[src/rtl/mem_arbiter.sv]
// mem_arbiter
// -----------
// Two-requester arbiter (CPU and vector unit) in front of a single-port SRAM.
// Each access takes three cycles: IDLE samples and registers the winner's
// request, ACC drives the SRAM command, and RESP returns the SRAM read data
// together with a one-cycle ready pulse to the winner.
//
// The vector unit can hold ownership across a burst with vec_lock.
// LOCK_MAX bounds how many locked vector grants may pass in a row before a
// waiting CPU is given one slot.
//
// Optional feature: define MEM_ARB_ROUND_ROBIN_EN to resolve simultaneous
// unlocked requests round-robin. Without it, the CPU always wins such requests.
//
// Ports
//   clk, reset                        clock, synchronous active-high reset
//   cpu_valid/addr/wdata/wstrb        CPU request (wstrb == 0 means read)
//   cpu_ready, cpu_rdata              CPU completion pulse and read data
//   vec_valid/addr/wdata/wstrb        vector-unit request
//   vec_lock                          vector unit asks to keep ownership
//   vec_ready, vec_rdata              vector completion pulse and read data
//   sram_en/we/addr/wdata             SRAM command, driven only in ACC
//   sram_rdata                        SRAM read data, one cycle after command
//   grant_vec                         current/last grant belongs to vector unit
module mem_arbiter #(
    parameter int ADDR_WIDTH = 32,
    parameter int DATA_WIDTH = 32,
    parameter int LOCK_MAX   = 8
) (
    input  logic                    clk,
    input  logic                    reset,
    input  logic                    cpu_valid,
    input  logic [ADDR_WIDTH-1:0]   cpu_addr,
    input  logic [DATA_WIDTH-1:0]   cpu_wdata,
    input  logic [DATA_WIDTH/8-1:0] cpu_wstrb,
    output logic                    cpu_ready,
    output logic [DATA_WIDTH-1:0]   cpu_rdata,
    input  logic                    vec_valid,
    input  logic [ADDR_WIDTH-1:0]   vec_addr,
    input  logic [DATA_WIDTH-1:0]   vec_wdata,
    input  logic [DATA_WIDTH/8-1:0] vec_wstrb,
    input  logic                    vec_lock,
    output logic                    vec_ready,
    output logic [DATA_WIDTH-1:0]   vec_rdata,
    output logic                    sram_en,
    output logic [DATA_WIDTH/8-1:0] sram_we,
    output logic [ADDR_WIDTH-1:0]   sram_addr,
    output logic [DATA_WIDTH-1:0]   sram_wdata,
    input  logic [DATA_WIDTH-1:0]   sram_rdata,
    output logic                    grant_vec
);

    localparam int         STRB_WIDTH = DATA_WIDTH / 8;
    localparam logic [3:0] LOCK_LIMIT = 4'(LOCK_MAX);

    typedef enum logic [1:0] {
        IDLE,
        ACC,
        RESP
    } state_t;

    state_t                  state, state_nxt;
    logic                    grant_nxt;
    logic [ADDR_WIDTH-1:0]   addr_q, addr_nxt;
    logic [DATA_WIDTH-1:0]   wdata_q, wdata_nxt;
    logic [STRB_WIDTH-1:0]   wstrb_q, wstrb_nxt;
    logic                    lock_q, lock_nxt;
    logic [3:0]              lock_count, lock_count_nxt;

    logic                    lock_active;
    logic                    lock_override;
    logic                    cpu_elig;
    logic                    vec_elig;
    logic                    pick_vec;

    // Eligibility. A lock only holds while vec_lock is still asserted; once
    // the locked run reaches LOCK_MAX a waiting CPU takes exactly one slot.
    always_comb begin
        lock_active   = lock_q && vec_lock;
        lock_override = lock_active && cpu_valid && (lock_count == LOCK_LIMIT);
        cpu_elig      = lock_active ? lock_override : cpu_valid;
        vec_elig      = vec_valid && !lock_override;
        if (cpu_elig && vec_elig) begin
`ifdef MEM_ARB_ROUND_ROBIN_EN
            pick_vec = !grant_vec;
`else
            pick_vec = 1'b0;
`endif
        end else begin
            pick_vec = vec_elig;
        end
    end

    // State, registered request copy, lock bookkeeping.
    always_ff @(posedge clk) begin
        if (reset) begin
            state      <= IDLE;
            grant_vec  <= 1'b0;
            addr_q     <= '0;
            wdata_q    <= '0;
            wstrb_q    <= '0;
            lock_q     <= 1'b0;
            lock_count <= 4'd0;
        end else begin
            state      <= state_nxt;
            grant_vec  <= grant_nxt;
            addr_q     <= addr_nxt;
            wdata_q    <= wdata_nxt;
            wstrb_q    <= wstrb_nxt;
            lock_q     <= lock_nxt;
            lock_count <= lock_count_nxt;
        end
    end

    // Next-state and output decode. The counter stops at LOCK_MAX so the
    // equality test that releases a starved CPU can never be skipped past.
    always_comb begin
        state_nxt      = state;
        grant_nxt      = grant_vec;
        addr_nxt       = addr_q;
        wdata_nxt      = wdata_q;
        wstrb_nxt      = wstrb_q;
        lock_nxt       = lock_q;
        lock_count_nxt = lock_count;
        cpu_ready      = 1'b0;
        cpu_rdata      = '0;
        vec_ready      = 1'b0;
        vec_rdata      = '0;
        sram_en        = 1'b0;
        sram_we        = '0;
        sram_addr      = '0;
        sram_wdata     = '0;

        case (state)
            IDLE: begin
                if (!vec_lock) begin
                    lock_nxt       = 1'b0;
                    lock_count_nxt = 4'd0;
                end
                if (cpu_elig || vec_elig) begin
                    state_nxt = ACC;
                    grant_nxt = pick_vec;
                    addr_nxt  = pick_vec ? vec_addr  : cpu_addr;
                    wdata_nxt = pick_vec ? vec_wdata : cpu_wdata;
                    wstrb_nxt = pick_vec ? vec_wstrb : cpu_wstrb;
                    if (!pick_vec) begin
                        lock_count_nxt = 4'd0;
                    end else if (vec_lock && (lock_count < LOCK_LIMIT)) begin
                        lock_count_nxt = lock_count + 4'd1;
                    end
                end
            end
            ACC: begin
                state_nxt  = RESP;
                sram_en    = 1'b1;
                sram_we    = wstrb_q;
                sram_addr  = addr_q;
                sram_wdata = wdata_q;
            end
            RESP: begin
                state_nxt = IDLE;
                if (grant_vec) begin
                    vec_ready = 1'b1;
                    vec_rdata = sram_rdata;
                    if (vec_lock) begin
                        lock_nxt = 1'b1;
                    end
                end else begin
                    cpu_ready = 1'b1;
                    cpu_rdata = sram_rdata;
                end
            end
            default: begin
                state_nxt = IDLE;
            end
        endcase
    end

endmodule

[config.mk]
export PLATFORM = sky130hd
export DESIGN_NAME = mem_arbiter
export DESIGN_NICKNAME = d
export VERILOG_FILES = /design/src/rtl/mem_arbiter.sv
export SDC_FILE = /design/constraint.sdc
export NUM_CORES = 1
export LEC_CHECK = 0
export CAP_MARGIN = 20
export CORE_ASPECT_RATIO = 1.1
export CORE_MARGIN = 2
export CORE_UTILIZATION = 29
export CTS_CLUSTER_SIZE = 14
export DETAILED_ROUTE_END_ITERATION = 8
export HOLD_SLACK_MARGIN = 0.03
export PLACE_DENSITY = 0.67
export SYNTH_ARGS = -nofsm -noshare
export SYNTH_HDL_FRONTEND = slang
export SYNTH_SLANG_ARGS = --single-unit
[constraint.sdc]
create_clock -name clk -period 2.3 [get_ports clk]
set_clock_uncertainty 0.05 [all_clocks]
set_input_delay 0.345 -clock clk [delete_from_list [all_inputs] [get_ports clk]]
set_output_delay 0.345 -clock clk [all_outputs]
set_load 0.01 [all_outputs]
==> results of run 1 <==
-- through the flow --
| step | hold slack [ns] | instances |
|---|---|---|
| global placement | 0.423 | 1049 |
| CTS | 0.344 | 1065 |
| finish | 0.366 | 1065 |
| global route | 0.374 | 1065 |
| floorplan | 0.407 | 574 |
| detailed placement | 0.437 | 1049 |
-- layout make-up --
type	instances	area [sq um]
Clock buffer	14	284
Clock inverter	2	16.3
Fill cell	1496	7270
Inverter	4	15.0
Multi-Input combinational cell	441	3010
Sequential cell	76	1530
Tap cell	200	250
Timing Repair Buffer	328	3480
-- power groups by stage --
| stage | logic (W) | registers, W | clock network, W |
|---|---|---|---|
| 2_1_floorplan | 0.000607 | 0.00155 | 0 |
| 3_3_place_gp | 0.00127 | 0.00156 | 0 |
| 3_5_place_dp | 0.00127 | 0.00157 | 0 |
| 4_1_cts | 0.00128 | 0.00154 | 0.00144 |
| 5_1_grt | 0.00136 | 0.00156 | 0.00150 |
| 6_report | 0.00125 | 0.00154 | 0.00140 |
-- per-layer routing --
layer  share of wire, %  routed length, um  global-route usage (%)  vias to the layer above
li1                   -                  -                       -                     2501
met1                 40               6710                    20.5                     2223
met2                 51               8550                    34.1                      192
met3                7.7               1290                    5.44                       12
met4                1.1                178                    4.33                        0
met5                  0                  0                       0                        -
-- worst min path at each step --
| stage | startpoint | end | slack, ns | depth (start not counted) |
|---|---|---|---|---|
| global route | vec_valid | lock_count[3] | 0.37 | 3 |
| global placement | lock_q | lock_q | 0.42 | 2 |
| detailed placement | wdata_q[20] | wdata_q[20] | 0.44 | 2 |
| CTS | vec_valid | lock_count[3] | 0.34 | 3 |
| finish | vec_valid | lock_count[3] | 0.37 | 3 |
| floorplan | lock_q | lock_q | 0.41 | 2 |
-- cells in the final DEF, fill, tap and decap left out, types with 2 or more instances in the layout --
cell type	count
nor2_1	68
inv_1	4
buf_12	11
and2_1	132
buf_4	7
ha_1	2
nand2_1	2
a21oi_1	2
clkbuf_8	4
o21ai_0	2
dlygate4sd2_1	6
nand2b_1	73
a31oi_1	3
buf_6	2
buf_2	2
dlymetal6s2s_1	48
mux2i_1	68
clkbuf_16	9
nor2b_1	2
dfxtp_1	73
o2bb2ai_1	2
dfxtp_4	2
a211oi_1	70
clkdlybuf4s50_1	252
-- registers in the layout (all words and copies together) (netlist names) --
register	count
lock_count	4
wstrb_q	4
state	2
lock_q	1
wdata_q	32
addr_q	32
grant_vec	1
-- worst max-delay path, stage by stage, from the launching register on --
cell and delay [ns]:
dfxtp_4 0.39, nor2b_4 0.22, buf_12 0.21, and2_1 0.14, clkdlybuf4s50_1 0.55
-- cell families after synthesis --
family	Yosys count	share of synthesized area [%]
mux	68	14.4
buf+inv	57	5.37
simple gates	291	34.9
fa+ha+maj	2	0.529
compound gates	80	12.6
flops	76	32.2
-- what timing repair did --
item	4_1_cts	5_1_grt
hold buffers	0	0
gates resized for setup	12	51
buffers inserted	0	0
endpoints found under the setup margin	132	65
==> results.sh, run 1 <==
export IMPL_worst_setup_path_startpoint="state[0]"
export IMPL_worst_slack_ns=0.0567
export IMPL_unrepaired_setup_endpoints_after_global_routing="yes"
export IMPL_clk_path_buf_depth=2
export IMPL_std_cell_rows=48
export IMPL_data_required_time_at_the_worst_endpoint_ns=1.90
export IMPL_critical_path_reg2reg_endpoint="addr_q[17]"
export IMPL_tns_ns=0
export IMPL_endpoint="sram_wdata[19]"
export IMPL_final_cell_area_sq_um=8580
export IMPL_postSynthCellCount=574
export IMPL_synth_most_common_cell="and2_1"
export IMPL_final_min_clock_period_ns=2.24
export IMPL_timing_critical_path_fanout_max=39
export IMPL_setup_worst_path_start_class="register"
export IMPL_p_leak_nw=4.31
export IMPL_top_level_ports=309
export IMPL_grt_start_max_net_pins=44
export IMPL_antenna_found_initial=0
export IMPL_drcViolationCount=0
export IMPL_yosys_top_cells_area="dfxtp_1 32%, and2_1 17%, mux2i_1 14%, a211oi_1 11%, nand2b_1 9.7%"
export IMPL_synth_edf_count=0
export IMPL_synth_yosys_seq_area_share_pct=32.2
export IMPL_post_dp_hpwl_mm=12.4
export IMPL_cts_tree="done"
export IMPL_die_height_um=138
export IMPL_setup_viol_count_final=0
export IMPL_synthesis_area_per_instance_sq_um=8.24
export IMPL_total_power_w=0.00418
export IMPL_synth_cell_area_sq_um=4730
export IMPL_timing_reg2reg_worst_path_depth=8
export IMPL_reg2reg_from="lock_count[0]"
export IMPL_track_usage_pct=18.3
export IMPL_result_of_the_run="complete, no violations"
export IMPL_min_delay_path_class="in2reg"
export IMPL_gr_ovfl_total=0
export IMPL_synth_yosys_warnings=0
export IMPL_worst_case_register_to_register_setup_slack_ns=0.40
export IMPL_finalWeightedCongestion=0.788
export IMPL_detail_route_wl_per_cell_um=15.7
export IMPL_layout_drive_gt1_share_pct=5.32
export IMPL_hold_violation_total_from_the_final_report=0
export IMPL_nNetsFinal=1035
export IMPL_dp_slack_ns=0.0902
export IMPL_cts_sinks=76
export IMPL_slew_headroom_pct=52.8
export IMPL_synth_top_cell_area_share_pct=32.2
export IMPL_synthesis_nets=749
export IMPL_worst_endpoint_arrival_ns=1.85
export IMPL_drt_pre_antenna_iters=4
export IMPL_ys_seq_elements=76
export IMPL_routed_via_count=4928
export IMPL_detail_route_wirelength_mm=16.7
export IMPL_path_class="reg2out"
export IMPL_maxCapViolCount=0
export IMPL_post_route_period_util_pct=97.5
export IMPL_ys_async_sr_fraction_pct=0
export IMPL_maxClockFrequency_mhz=446
export IMPL_synth_lib_cells_used_distinct=30
export IMPL_portBuffers=308
export IMPL_postLayoutCoreUtil_pct=54.1
export IMPL_seqPwrFrac_pct=36.8
export IMPL_die_w_um=126
export IMPL_grt_pass1_wl_mm=25.2
export IMPL_ant_nets=0
export IMPL_intPower_w=0.00303
export IMPL_cts_htree_levels=3
export IMPL_switching_power_w=0.00115
export IMPL_areaGrowthSynthToFinish_pct=81.4
export IMPL_tightestPinTransition_ns=0.707
export IMPL_num_antenna_cells=0
export IMPL_timing_max_transition_violations_final=0
export IMPL_floorplan_core_area_sq_um=15900
export IMPL_p_per_area_nw_per_um2=487
export IMPL_die_area_sq_um=17400
export IMPL_ys_flop_type="dfxtp_1"
export IMPL_vias_per_cell=4.63
export IMPL_synthDominantAreaCellType="dfxtp_1"
export IMPL_via_count_of_the_first_global_routing_pass=4620
export IMPL_synth_common_cells="132 x and2_1, 76 x dfxtp_1, 73 x nand2b_1"
export IMPL_start_util_pct=29.8
export IMPL_placedInstanceArea_sq_um=8150
export IMPL_peakVddDrop_uv=308
export IMPL_pwr_share_clk_pct=33.4
export IMPL_critPathCaptureType="output pin"
export IMPL_worst_skew_pair_late_latency_ns=0.33
export IMPL_clock_root_buffer="clkbuf_16"
export IMPL_path_clk_slew_ns=0.06
export IMPL_clock_buffer_count_from_cts=9
export IMPL_detailedRoute_firstIterationViolations=168
export IMPL_switching_share_pct=27.5
export IMPL_relative_contribution_of_combinational_cells_to_total_power_pct=29.9
(Power assumes the default switching activity.)
==> run 2: changes to the inputs <==
CORE_ASPECT_RATIO = 1.5   (was 1.1)
clock period = 2.35 ns   (was 2.3 ns; I/O delays follow)
==> run 2 against run 1 <==
Against the previous run:
- final cell count is 1.0% higher
- critical path type unchanged
- die area is 0.12% higher
- total power is 0.50% higher
- largest cell class unchanged
- critical path depth is 1 higher
- count of clock-buffer cells in the layout is 4 lower
- design area is 0.71% higher
- critical endpoint is now sram_addr[23]
- via count is 0.75% higher
- combinational power hardly changed
- sequential cell count stayed put
==> results.sh, run 2 (synthesis gave the netlist of run 1 again) <==
export IMPL_mostFrequentLayoutCells="280 x clkdlybuf4s50_1, 132 x and2_1, 73 x nand2b_1, 73 x dfxtp_1, 70 x a211oi_1"
export IMPL_cts_htree_levels=3
export IMPL_critical_path_buf_inv_count=3
export IMPL_hold_path_startpoint="reset"
export IMPL_hold_violation_total_from_the_final_report=0
export IMPL_floorplan_core_area_sq_um=16100
export IMPL_nNetsFinal=1040
export IMPL_setup_viol_count_final=0
export IMPL_layout_drive_gt1_share_pct=5.86
export IMPL_grt_pass1_wl_mm=25.1
export IMPL_tightestPinTransition_ns=0.431
export IMPL_timing_critical_path_cells="nor2b_4, buf_12, buf_12, and2_1, clkdlybuf4s50_1"
export IMPL_worst_skew_pair_late_latency_ns=0.33
export IMPL_worst_endpoint_arrival_ns=1.90
export IMPL_data_required_time_at_the_worst_endpoint_ns=1.95
export IMPL_clock_root_buffer="clkbuf_16"
export IMPL_die_w_um=108
export IMPL_finalWeightedCongestion=0.796
export IMPL_nFillCells=1508
export IMPL_reg_largest_list="addr_q: 32 flops, wdata_q: 32 flops"
export IMPL_post_route_period_util_pct=97.8
export IMPL_portBuffers=308
export IMPL_clock_buffer_count_from_cts=9
export IMPL_result_of_the_run="complete, no violations"
export IMPL_timing_max_transition_violations_final=0
export IMPL_maxClockFrequency_mhz=435
export IMPL_ant_nets=0
export IMPL_postLayoutCoreUtil_pct=53.6
export IMPL_cts_sinks=76
export IMPL_peakVddDrop_uv=290
export IMPL_worst_case_register_to_register_setup_slack_ns=0.50
export IMPL_detail_route_wl_per_cell_um=16.1
export IMPL_final_cell_area_sq_um=8640
export IMPL_timing_critical_path_fanout_max=31
export IMPL_p_leak_nw=3.93
export IMPL_path_clk_slew_ns=0.06
export IMPL_reg2reg_from="lock_count[0]"
export IMPL_min_delay_path_class="in2reg"
export IMPL_slew_headroom_pct=71.3
export IMPL_routed_via_count=4965
export IMPL_clk_path_buf_depth=2
export IMPL_grt_start_max_net_pins=42
export IMPL_die_area_sq_um=17400
export IMPL_place_inst=1054
export IMPL_die_height_um=160
export IMPL_timing_critical_path_slowest_cell_delay_ns=0.57
export IMPL_p_per_area_nw_per_um2=486
export IMPL_detailedRoute_firstIterationViolations=171
export IMPL_areaGrowthSynthToFinish_pct=82.7
export IMPL_drt_pre_antenna_iters=4
export IMPL_worst_setup_path_startpoint="state[0]"
export IMPL_std_cell_rows=57
export IMPL_critPathCaptureType="output pin"
export IMPL_critPathSlowestCell="clkdlybuf4s50_1"
export IMPL_sequential_cell_area_sq_um=1530
export IMPL_top_level_ports=309
export IMPL_antenna_found_initial=0
export IMPL_final_common_cell="clkdlybuf4s50_1"
export IMPL_instances_no_fill=1076
export IMPL_setup_worst_path_start_class="register"
export IMPL_via_count_of_the_first_global_routing_pass=4525
export IMPL_num_antenna_cells=0
export IMPL_cts_tree="done"
export IMPL_detail_route_wirelength_mm=17.3
export IMPL_start_util_pct=29.4
export IMPL_vias_per_cell=4.61
export IMPL_track_usage_pct=18.6
export IMPL_area_of_the_multi_input_gates_sq_um=3010
export IMPL_whs_ns=0.366
export IMPL_drcViolationCount=0
export IMPL_path_class="reg2out"
export IMPL_post_dp_hpwl_mm=12.7
export IMPL_placedInstanceArea_sq_um=8120
export IMPL_maxCapViolCount=0
export IMPL_timing_critical_path_max_delay_family="buffers and inverters"
export IMPL_gr_ovfl_total=0
export IMPL_total_power_w=0.00420
export IMPL_critPathMostFrequentCell="buf_12"
export IMPL_final_min_clock_period_ns=2.30
run 2: timing repair:
item / CTS / global route
gates resized for setup: 2 / 31
hold buffers: 0 / 0
setup endpoints to repair: 56 / 35
cloned: 0 / 4
buffers inserted: 0 / 2
run 2: final cells by class:
cell class	instances	share of cell area, %
sequential	76	17.7
inverter	4	0.174
clock inverter	6	0.839
clock buffer	10	2.76
multi-input combinational	441	34.8
tap	206	2.98
timing repair buffer	333	40.8
run 2: worst paths after layout:
kind,end,depth (start not counted)
setup / recovery,sram_addr[23],5
setup reg to reg,lock_count[2],6
hold / removal,state[0],2
hold reg to reg,lock_q,2
run 2: worst register-to-register path, stage by stage (launching register included):
cell	delay [ns]
dfxtp_1	0.37
inv_1	0.08
ha_1	0.21
nand4b_1	0.23
nand3_1	0.17
or4_1	0.49
a31oi_1	0.18
run 2: where the power goes:
group          internal [W]  total [W]  switching (W)
Clock              0.000861    0.00143       0.000574
Sequential          0.00144    0.00150      0.0000657
Combinational      0.000724    0.00127       0.000541
Total               0.00302    0.00420        0.00118
run 2: per-layer routing:
layer	track usage [%]	wire [um]	vias up
met5	0	0	-
li1	-	-	2511
met3	4.06	1140	22
met4	6.47	408	0
met1	19.9	6320	2237
met2	35.1	9470	195
run 2: per-stage QoR:
step           setup slack (ns)  setup TNS, ns
2_1_floorplan             0.676              0
3_3_place_gp              0.209              0
3_5_place_dp              0.170              0
4_1_cts                  0.0279              0
5_1_grt                 -0.0149         -0.195
6_report                 0.0517              0
==> run 3: changes to the inputs <==
CAP_MARGIN = 10   (was 20)
CORE_ASPECT_RATIO = 1.1   (was 1.5)
==> run 3 against run 2 <==
Against the previous run:
- hold slack improved by 0.051 ns
- fmax fell by 0.64%
- global-route usage fell by 0.21 points
- sequential cell count did not move
- design area fell by 1.6%
- critical path type unchanged
- critical endpoint is now sram_addr[15]
- largest cell class unchanged
==> results.sh, run 3 (synthesis gave the netlist of run 1 again) <==
export IMPL_grt_pass1_wl_mm=25.0
export IMPL_reg2reg_from="lock_count[0]"
export IMPL_reg_largest_list="addr_q: 32 flops, wdata_q: 32 flops"
export IMPL_tightestPinTransition_ns=0.529
export IMPL_timing_critical_path_fanout_max=25
export IMPL_ant_nets=0
export IMPL_data_required_time_at_the_worst_endpoint_ns=1.95
export IMPL_final_common_cell="clkdlybuf4s50_1"
export IMPL_layout_drive_gt1_share_pct=5.31
export IMPL_nFillCells=1522
export IMPL_min_delay_worst_endpoint="lock_count[2]"
export IMPL_peakVddDrop_uv=288
export IMPL_p_per_area_nw_per_um2=489
export IMPL_path_class="reg2out"
export IMPL_timing_reg2reg_worst_path_depth=7
export IMPL_nNetsFinal=1036
export IMPL_setup_viol_count_final=0
export IMPL_p_leak_nw=3.66
export IMPL_setup_worst_path_start_class="register"
export IMPL_slew_headroom_pct=64.7
export IMPL_finalWeightedCongestion=0.759
export IMPL_via_count_of_the_first_global_routing_pass=4459
export IMPL_worst_case_register_to_register_setup_slack_ns=0.44
export IMPL_num_antenna_cells=0
export IMPL_track_usage_pct=18.4
export IMPL_top_level_ports=309
export IMPL_worst_slack_ns=0.0370
export IMPL_floorplan_core_area_sq_um=15900
export IMPL_hold_path_startpoint="vec_valid"
export IMPL_worst_endpoint_arrival_ns=1.91
export IMPL_post_cts_hold_buffer_count=0
export IMPL_clk_path_buf_depth=2
export IMPL_whs_ns=0.417
export IMPL_drcViolationCount=0
export IMPL_hold_path_depth=4
export IMPL_grt_start_max_net_pins=54
export IMPL_maxClockFrequency_mhz=432
export IMPL_area_of_the_multi_input_gates_sq_um=3010
export IMPL_cts_sinks=76
export IMPL_clock_root_buffer="clkbuf_16"
export IMPL_die_w_um=126
export IMPL_maxCapViolCount=0
export IMPL_post_dp_hpwl_mm=12.4
export IMPL_routed_via_count=4919
export IMPL_min_delay_path_class="in2reg"
export IMPL_cts_htree_levels=3
export IMPL_start_util_pct=29.8
export IMPL_detail_route_wl_per_cell_um=16.0
export IMPL_die_area_sq_um=17400
export IMPL_path_clk_slew_ns=0.06
export IMPL_hold_violation_total_from_the_final_report=0
export IMPL_die_height_um=138
export IMPL_total_power_w=0.00416
export IMPL_result_of_the_run="complete, no violations"
export IMPL_detailedRoute_firstIterationViolations=138
export IMPL_detail_route_wirelength_mm=17.1
export IMPL_critPathCaptureType="output pin"
export IMPL_drt_pre_antenna_iters=4
export IMPL_vias_per_cell=4.61
export IMPL_post_route_period_util_pct=98.4
export IMPL_sequential_cell_area_sq_um=1530
export IMPL_areaGrowthSynthToFinish_pct=79.8
export IMPL_std_cell_rows=48
export IMPL_timing_max_transition_violations_final=0
export IMPL_critical_path_reg2reg_endpoint="wdata_q[23]"
export IMPL_antenna_found_initial=0
export IMPL_final_min_clock_period_ns=2.31
export IMPL_cts_tree="done"
export IMPL_worst_skew_pair_late_latency_ns=0.33
export IMPL_gr_ovfl_total=0
export IMPL_portBuffers=308
export IMPL_timing_critical_path_slowest_cell_delay_ns=0.55
export IMPL_dp_slack_ns=0.154
export IMPL_timing_critical_path_cells="nor2b_4, buf_12, buf_12, and2_1, clkdlybuf4s50_1"
export IMPL_mostFrequentLayoutCells="292 x clkdlybuf4s50_1, 132 x and2_1, 73 x nand2b_1, 73 x dfxtp_1, 70 x a211oi_1"
export IMPL_clock_buffer_count_from_cts=9
export IMPL_tns_ns=0
export IMPL_critPathMostFrequentCell="buf_12"
export IMPL_critPathSlowestCell="clkdlybuf4s50_1"
run 3: report_power, final:
part / internal (W) / switching [W]
Clock: 0.000877 / 0.000538
Combinational: 0.000707 / 0.000532
Sequential: 0.00144 / 0.0000673
run 3: layout make-up:
cell class / instances / area share [%]
clock buffer: 12 / 3.02
clock inverter: 4 / 0.559
inverter: 4 / 0.176
multi-input combinational: 441 / 35.3
sequential: 76 / 18.0
tap: 200 / 2.94
timing repair buffer: 329 / 40.0
run 3: worst max-delay path, delay by kind of cell (launching register included):
kind,cells,cell delay [ns]
buf+inv,3,0.83
simple gates,2,0.37
flops,1,0.38
run 3: timing repair:
action	CTS	global route
setup endpoints to repair	86	74
gates cloned	1	0
resized for setup	3	20
buffers inserted	0	2
run 3: worst max-delay path by stage:
| stage | from | end | slack [ns] | cells after the start |
|---|---|---|---|---|
| after floorplan | lock_count[0] | addr_q[22] | 0.68 | 9 |
| after global placement | cpu_valid | wdata_q[15] | 0.21 | 6 |
| after detailed placement | cpu_valid | wdata_q[12] | 0.15 | 6 |
| final | state[0] | sram_addr[15] | 0.04 | 5 |
| after global routing | state[1] | cpu_rdata[4] | -0.01 | 4 |
| after CTS | state[0] | sram_addr[30] | -0.06 | 4 |
run 3: per-stage QoR:
stage,util (%),cell area (sq um),std cells
6_report,53.7,8510,1066
5_1_grt,53.7,8510,1066
4_1_cts,53.2,8430,1064
3_5_place_dp,51.0,8090,1047
3_3_place_gp,51.0,8090,1047
2_1_floorplan,-,4730,574
run 3: routing by layer:
layer	GRT usage (%)	wire, um	vias up
li1	-	-	2514
met1	21.4	6970	2205
met2	33.5	8710	186
met3	4.24	1120	14
met4	6.17	253	0
met5	0	0	-
